<file path="config.mk">
export PLATFORM = sky130hd
export DESIGN_NAME = aes_gcm_block_scheduler
export DESIGN_NICKNAME = d
export VERILOG_FILES = /design/src/rtl/aes_gcm_pkg.sv /design/src/rtl/aes_gcm_phase_decode.sv /design/src/rtl/aes_gcm_block_scheduler.sv
export SDC_FILE = /design/constraint.sdc
export NUM_CORES = 1
export LEC_CHECK = 0
export BUFFER_PORTS_ARGS = -buffer_cell sky130_fd_sc_hd__buf_2
export CAP_MARGIN = 20
export CORE_MARGIN = 1.5
export CORE_UTILIZATION = 49
export CTS_CLUSTER_DIAMETER = 100
export DETAILED_ROUTE_END_ITERATION = 12
export PLACE_DENSITY_LB_ADDON = 0.08
export SYNTH_ARGS = -nofsm -noshare
export SYNTH_HDL_FRONTEND = slang
export SYNTH_SLANG_ARGS = --single-unit
</file>
<file path="constraint.sdc">
create_clock -name clk -period 4.35 [get_ports clk]
set_clock_uncertainty 0.15 [all_clocks]
set_input_delay 0.87 -clock clk [delete_from_list [all_inputs] [get_ports clk]]
set_output_delay 0.87 -clock clk [all_outputs]
set_load 0.01 [all_outputs]
</file>
<file path="src/rtl/aes_gcm_pkg.sv">
// Shared constants, phase codes and FSM state type for the AES-GCM block scheduler.
package aes_gcm_pkg;

    localparam int unsigned NUM_WORKERS = 4;
    localparam int unsigned MAX_BLOCKS  = 100000;
    localparam int unsigned BLOCK_BITS  = 128;
    localparam int unsigned BLK_SHIFT   = $clog2(BLOCK_BITS);
    localparam int unsigned IDX_W       = 17;

    localparam logic [2:0] PH_FIRST = 3'b000;
    localparam logic [2:0] PH_TEXT  = 3'b001;
    localparam logic [2:0] PH_AAD   = 3'b010;
    localparam logic [2:0] PH_LAST  = 3'b011;
    localparam logic [2:0] PH_IDLE  = 3'b100;
    localparam logic [2:0] PH_ONLY  = 3'b111;

    typedef enum logic [1:0] {
        StIdle,
        StLoad,
        StIssue
    } sched_state_e;

endpackage

</file>
<file path="src/rtl/aes_gcm_phase_decode.sv">
// Combinational phase code for a block index, given the AAD block count and frame size.
module aes_gcm_phase_decode
    import aes_gcm_pkg::*;
(
    input  logic [IDX_W-1:0] idx_i,
    input  logic [IDX_W-1:0] aad_blk_i,
    input  logic [IDX_W-1:0] total_i,
    output logic [2:0]       phase_o
);

    always_comb begin
        phase_o = PH_AAD;
        if (idx_i == total_i - IDX_W'(1)) begin
            // A frame with a single text block marks it as both first and last.
            phase_o = (total_i == aad_blk_i + IDX_W'(1)) ? PH_ONLY : PH_LAST;
        end else if (idx_i == aad_blk_i) begin
            phase_o = PH_FIRST;
        end else if (idx_i > aad_blk_i) begin
            phase_o = PH_TEXT;
        end
    end

endmodule

</file>
<file path="src/rtl/aes_gcm_block_scheduler.sv">
// Splits an AES-GCM frame into 128-bit blocks and hands them round-robin to the workers,
// one block per cycle, with strict index-to-worker routing.
module aes_gcm_block_scheduler #(
    parameter int unsigned NUM_WORKERS = aes_gcm_pkg::NUM_WORKERS,
    parameter int unsigned MAX_BLOCKS  = aes_gcm_pkg::MAX_BLOCKS
) (
    input  logic                   clk,
    input  logic                   i_rst_n,
    input  logic                   i_start,
    output logic                   o_start_ready,
    input  logic [63:0]            i_aad_bits,
    input  logic [63:0]            i_pt_bits,
    input  logic                   i_abort,
    input  logic [NUM_WORKERS-1:0] i_worker_ready,
    output logic [NUM_WORKERS-1:0] o_issue_valid,
    output logic [16:0]            o_block_idx,
    output logic [2:0]             o_phase,
    output logic                   o_busy,
    output logic                   o_done,
    output logic                   o_err
);

    import aes_gcm_pkg::*;

    localparam int unsigned WSEL_W = (NUM_WORKERS > 1) ? $clog2(NUM_WORKERS) : 1;

    sched_state_e      state_q, state_d;
    logic [63:0]       aad_q, aad_d;
    logic [63:0]       pt_q, pt_d;
    logic [IDX_W-1:0]  idx_q, idx_d;
    logic [IDX_W-1:0]  total_q, total_d;
    logic [IDX_W-1:0]  aad_blk_q, aad_blk_d;
    logic [WSEL_W-1:0] wsel_q, wsel_d;
    logic              done_q, done_d;
    logic              err_q, err_d;

    logic              issuing;
    logic              handshake;
    logic              last_blk;
    logic              len_bad;
    logic [64:0]       sum_bits;
    logic [64:0]       total_full;
    logic [2:0]        dec_phase;

    // 65-bit sum so a near-2^64 AAD plus plaintext is rejected rather than wrapping.
    assign sum_bits   = {1'b0, aad_q} + {1'b0, pt_q};
    assign total_full = sum_bits >> BLK_SHIFT;
    assign len_bad    = (|aad_q[BLK_SHIFT-1:0]) || (|pt_q[BLK_SHIFT-1:0]) ||
                        (pt_q == '0) || (total_full > 65'(MAX_BLOCKS));

    assign issuing  = (state_q == StIssue);
    assign last_blk = (idx_q == total_q - IDX_W'(1));

    // The worker pointer tracks idx mod NUM_WORKERS without a divider.
    always_comb begin
        o_issue_valid = '0;
        for (int unsigned w = 0; w < NUM_WORKERS; w++) begin
            o_issue_valid[w] = issuing && (wsel_q == WSEL_W'(w));
        end
    end

    assign handshake = |(o_issue_valid & i_worker_ready);

    aes_gcm_phase_decode u_phase_decode (
        .idx_i     (idx_q),
        .aad_blk_i (aad_blk_q),
        .total_i   (total_q),
        .phase_o   (dec_phase)
    );

    assign o_phase       = issuing ? dec_phase : PH_IDLE;
    assign o_block_idx   = issuing ? idx_q : '0;
    assign o_start_ready = (state_q == StIdle);
    assign o_busy        = (state_q != StIdle);
    assign o_done        = done_q;
    assign o_err         = err_q;

    always_comb begin
        state_d   = state_q;
        aad_d     = aad_q;
        pt_d      = pt_q;
        idx_d     = idx_q;
        total_d   = total_q;
        aad_blk_d = aad_blk_q;
        wsel_d    = wsel_q;
        done_d    = 1'b0;
        err_d     = 1'b0;

        unique case (state_q)
            StIdle: begin
                if (i_start) begin
                    aad_d   = i_aad_bits;
                    pt_d    = i_pt_bits;
                    state_d = StLoad;
                end
            end

            StLoad: begin
                if (i_abort) begin
                    state_d = StIdle;
                end else if (len_bad) begin
                    state_d = StIdle;
                    err_d   = 1'b1;
                end else begin
                    total_d   = IDX_W'(total_full);
                    aad_blk_d = IDX_W'(aad_q >> BLK_SHIFT);
                    idx_d     = '0;
                    wsel_d    = '0;
                    state_d   = StIssue;
                end
            end

            StIssue: begin
                // Abort takes priority over a handshake in the same cycle.
                if (i_abort) begin
                    state_d = StIdle;
                    idx_d   = '0;
                    wsel_d  = '0;
                end else if (handshake) begin
                    if (last_blk) begin
                        state_d = StIdle;
                        done_d  = 1'b1;
                        idx_d   = '0;
                        wsel_d  = '0;
                    end else begin
                        idx_d  = idx_q + IDX_W'(1);
                        wsel_d = (wsel_q == WSEL_W'(NUM_WORKERS - 1)) ?
                                 '0 : wsel_q + WSEL_W'(1);
                    end
                end
            end

            default: begin
                state_d = StIdle;
            end
        endcase
    end

    always_ff @(posedge clk or negedge i_rst_n) begin
        if (!i_rst_n) begin
            state_q   <= StIdle;
            aad_q     <= '0;
            pt_q      <= '0;
            idx_q     <= '0;
            total_q   <= '0;
            aad_blk_q <= '0;
            wsel_q    <= '0;
            done_q    <= 1'b0;
            err_q     <= 1'b0;
        end else begin
            state_q   <= state_d;
            aad_q     <= aad_d;
            pt_q      <= pt_d;
            idx_q     <= idx_d;
            total_q   <= total_d;
            aad_blk_q <= aad_blk_d;
            wsel_q    <= wsel_d;
            done_q    <= done_d;
            err_q     <= err_d;
        end
    end

endmodule
</file>
==> impl_metrics.toml <==
[outcome]
outcome = "complete, but fails checks"
violations = "negative setup slack"

[floorplanning]
core_area_sq_mm = 0.0277
io_pins = 164
die_w_microns = 170
floorplan.die.height_microns = 170
rows = 61
initial_utilization_pct = 49.5
dieArea_sq_mm = 0.0290

[power_and_ir_drop]
max-vdd-ir-drop_mv = 0.384
power_w = 0.00835
p_leak_nw = 8.63
p_clk_share_pct = 20.4
switching_share_pct = 39.2
p_int_w = 0.00507
pwr-share-seq_pct = 25.0
power_frac_comb_pct = 54.6
power.density_mw_per_mm2 = 439
power.switching_w = 0.00327

[sta]
fmax_mhz = 215
worst_pin_slew_ns = 0.753
layout_min_cycle_time_ns = 4.64
rsz0062_at_grt = "yes"
fin_crit_sh_pct = 107
layout_setup_ws_ns = -0.293
hold_violations = 0
relSlewSlack_pct = 49.8
slew_violations = 0
final-setup-viol-count = 54

[routing]
drt.antenna.violating_nets = 0
avgViaCountPerCell = 5.80
drc = 0
route.vias.total = 13900
drt_iter0_drc = 878
drt_wl_total_microns = 48400
drtPass1Iterations = 5
wl_per_cell_microns = 20.1

[synth]
yosysWarnings = 0
yosysTopAreaCellShare_pct = 33.7
synth_edf_count = 0
synth_common_cells = "dfrtp_1 (185), mux2_2 (146), nand2_1 (132), a21oi_1 (129), nor2_1 (89)"
synthArstFlopShare_pct = 100
syn_inst = 1507
ys_seq_area_share_pct = 33.7
syn_area_sq_mm = 0.0137
ys_types = 82
synth_most_common_cell = "dfrtp_1"
yosysTopAreaCell = "dfrtp_1"
syn_area_per_cell_sq_um = 9.11
synth_seq_cells = 185
synth-main-ff-cell = "dfrtp_1"
yosys-top-cells-area = "dfrtp_1 (34%), mux2_2 (12%), ha_1 (7.9%)"
synthesis.nets = 1730

[global_route]
overflow = 0
grt_max_degree = 86
grt_pass1_wl_microns = 75300
antenna_found_initial = 1
grt_pass1_vias = 13800
globalRouteTotalUtil_pct = 33.9

[min_path]
worstHoldPathType = "input port to asynchronous set/reset pin"

[place]
gp_congestion = 0.950
io_buffers = 163
hpwlAfterDp_microns = 38100
place_ws_ns = -0.753

[worst_setup_path]
arrival_ns = 4.83
critPathLaunchType = "flip-flop"
worstSetupEndpointType = "flip-flop"
critPathMaxStageDelay_ns = 0.57
cp.required_ns = 4.54
critPathKind = "flip-flop to flip-flop"
cp_cell_sequence = "ha_4 -> a311o_1 -> a21o_1 -> a21o_1 -> xor2_1 -> nor3_2 -> nand4_1 -> or4b_4 -> o311a_1 -> nor4_2 -> nand4_1 -> nor3_4 -> buf_12 -> clkbuf_16 -> mux2_1"
path_max_fanout = 8
cpMaxStageDelayCell = "or4b_4"

[clock_network]
cts-root-buf = "clkbuf_16"
cts_tree = "built"
cts_hold_buf = 0
clk_pin_slew_ns = 0.07
cts.sinks = 185
clock_latency_ns = 0.46
cts_buffers = 17
clockBufferDepth = 2
htreeDepth = 4

[finish]
drive_above_1_share_pct = 41.4
antenna_cells = 0
nFillCells = 2318
area_delta_synth_final_pct = 38.6
final_nets = 2236

[job]
max_cap_viol_count = 0
[critical path, delay by kind of cell (launching register included)]
kind            cells  cell delay (ns)
compound gates      4             1.15
xor+xnor            1             0.18
fa+ha+maj           1             0.26
buf+inv             2             0.34
flops               1             0.41
mux                 1             0.31
simple gates        6             1.73
[state kept, by name, indices dropped and copies added, names as in the netlist]
| name | flops |
|---|---|
| aad_blk_q | 17 |
| aad_q | 64 |
| idx_q | 17 |
| o_done | 1 |
| o_err | 1 |
| pt_q | 64 |
| state_q | 2 |
| total_q | 17 |
| wsel_q | 2 |
[area by class of cell]
cell class              count  area (sq um)  area share (%)
clock buffers              17           425            2.24
clock inverters            15           208            1.09
inverters                  41           154           0.809
multi-input cells        1206          9200            48.4
flip-flops and latches    185          4630            24.3
well taps                 378           473            2.49
repair buffers            562          3930            20.7
[through the flow]
step | hold WS [ns] | util [%] | TNS [ns] | instances | area, sq um
floorplan | 0.304 | - | 0 | 1507 | 13700
global placement | 0.349 | 63.5 | -36.96 | 2353 | 17600
detailed placement | 0.354 | 63.5 | -37.79 | 2353 | 17600
CTS | 0.318 | 67.7 | -9.95 | 2399 | 18700
global route | 0.332 | 68.7 | -22.73 | 2404 | 19000
finish | 0.290 | 68.7 | -12.51 | 2404 | 19000
[power by group through the flow]
| stage | Clock (W) | Sequential [W] | Combinational (W) |
|---|---|---|---|
| finish | 0.00171 | 0.00208 | 0.00456 |
| global route | 0.00180 | 0.00211 | 0.00490 |
| CTS | 0.00173 | 0.00208 | 0.00440 |
| floorplan | 0 | 0.00207 | 0.00201 |
| detailed placement | 0 | 0.00210 | 0.00417 |
| global placement | 0 | 0.00210 | 0.00417 |
[timing repair]
item / CTS / global route
gates cloned: 2 / 1
hold endpoints to repair: 0 / 0
endpoints found under the setup margin: 58 / 58
buffers inserted: 13 / 4
pin swaps: 19 / 20
resized for setup: 79 / 52
[cell usage in the layout, fill, tap and decap left out, types with 8 or more instances in the layout]
cell / netlist / layout
o21a_1: 14 / 14
mux2_4: 0 / 19
and4_1: 11 / 11
mux2i_1: 8 / 8
xnor2_1: 39 / 35
nor3_1: 43 / 40
a21o_1: 18 / 18
buf_2: 14 / 162
mux2_2: 146 / 131
inv_1: 41 / 41
dfrtp_1: 185 / 183
o21ai_1: 10 / 21
ha_1: 87 / 80
buf_4: 2 / 391
xor2_1: 36 / 33
a21oi_2: 0 / 12
a31oi_1: 9 / 8
nor4_1: 35 / 28
nand3_1: 35 / 33
and2_1: 27 / 26
clkbuf_16: 0 / 18
o21ai_0: 83 / 68
mux2_1: 16 / 12
or3_1: 18 / 17
a41oi_1: 12 / 11
nor2_1: 89 / 86
nand4_1: 39 / 39
nand2_1: 132 / 132
and3_1: 18 / 17
a21oi_1: 129 / 115
o211ai_1: 14 / 14
[cells by family after synthesis]
| family | after synthesis | share of synthesized area, % |
|---|---|---|
| AO/OA/AOI/OAI | 386 | 18.1 |
| XOR/XNOR | 75 | 4.79 |
| adder cells (fa/ha/maj) | 87 | 7.93 |
| buffers and inverters | 116 | 3.48 |
| AND/OR/NAND/NOR | 488 | 18.1 |
| flip-flops | 185 | 33.7 |
| multiplexers | 170 | 13.9 |
[final timing paths]
check	from	end	slack [ns]	depth (start not counted)
worst min register to register	aad_q[44]$_DFFE_PN0P_	aad_q[44]$_DFFE_PN0P_	0.37	1
worst max-delay path	aad_q[1]$_DFFE_PN0P_	total_q[13]$_DFFE_PN0P_	-0.29	15
min in group clk	aad_q[44]$_DFFE_PN0P_	aad_q[44]$_DFFE_PN0P_	0.37	1
max in group asynchronous	i_rst_n	aad_blk_q[2]$_DFFE_PN0P_	2.72	2
worst max register to register	aad_q[1]$_DFFE_PN0P_	total_q[13]$_DFFE_PN0P_	-0.29	15
worst min-delay path	i_rst_n	aad_q[23]$_DFFE_PN0P_	0.29	1
[layer usage]
metal | global-route usage, % | vias up | wire length, microns
met4 | 14.4 | 2 | 1880
met3 | 5.19 | 110 | 1500
li1 | - | 6659 | -
met5 | 0 | - | 11
met1 | 40.4 | 6810 | 20300
met2 | 60.6 | 359 | 24800
Note: power is estimated with default switching activity, not from simulation.
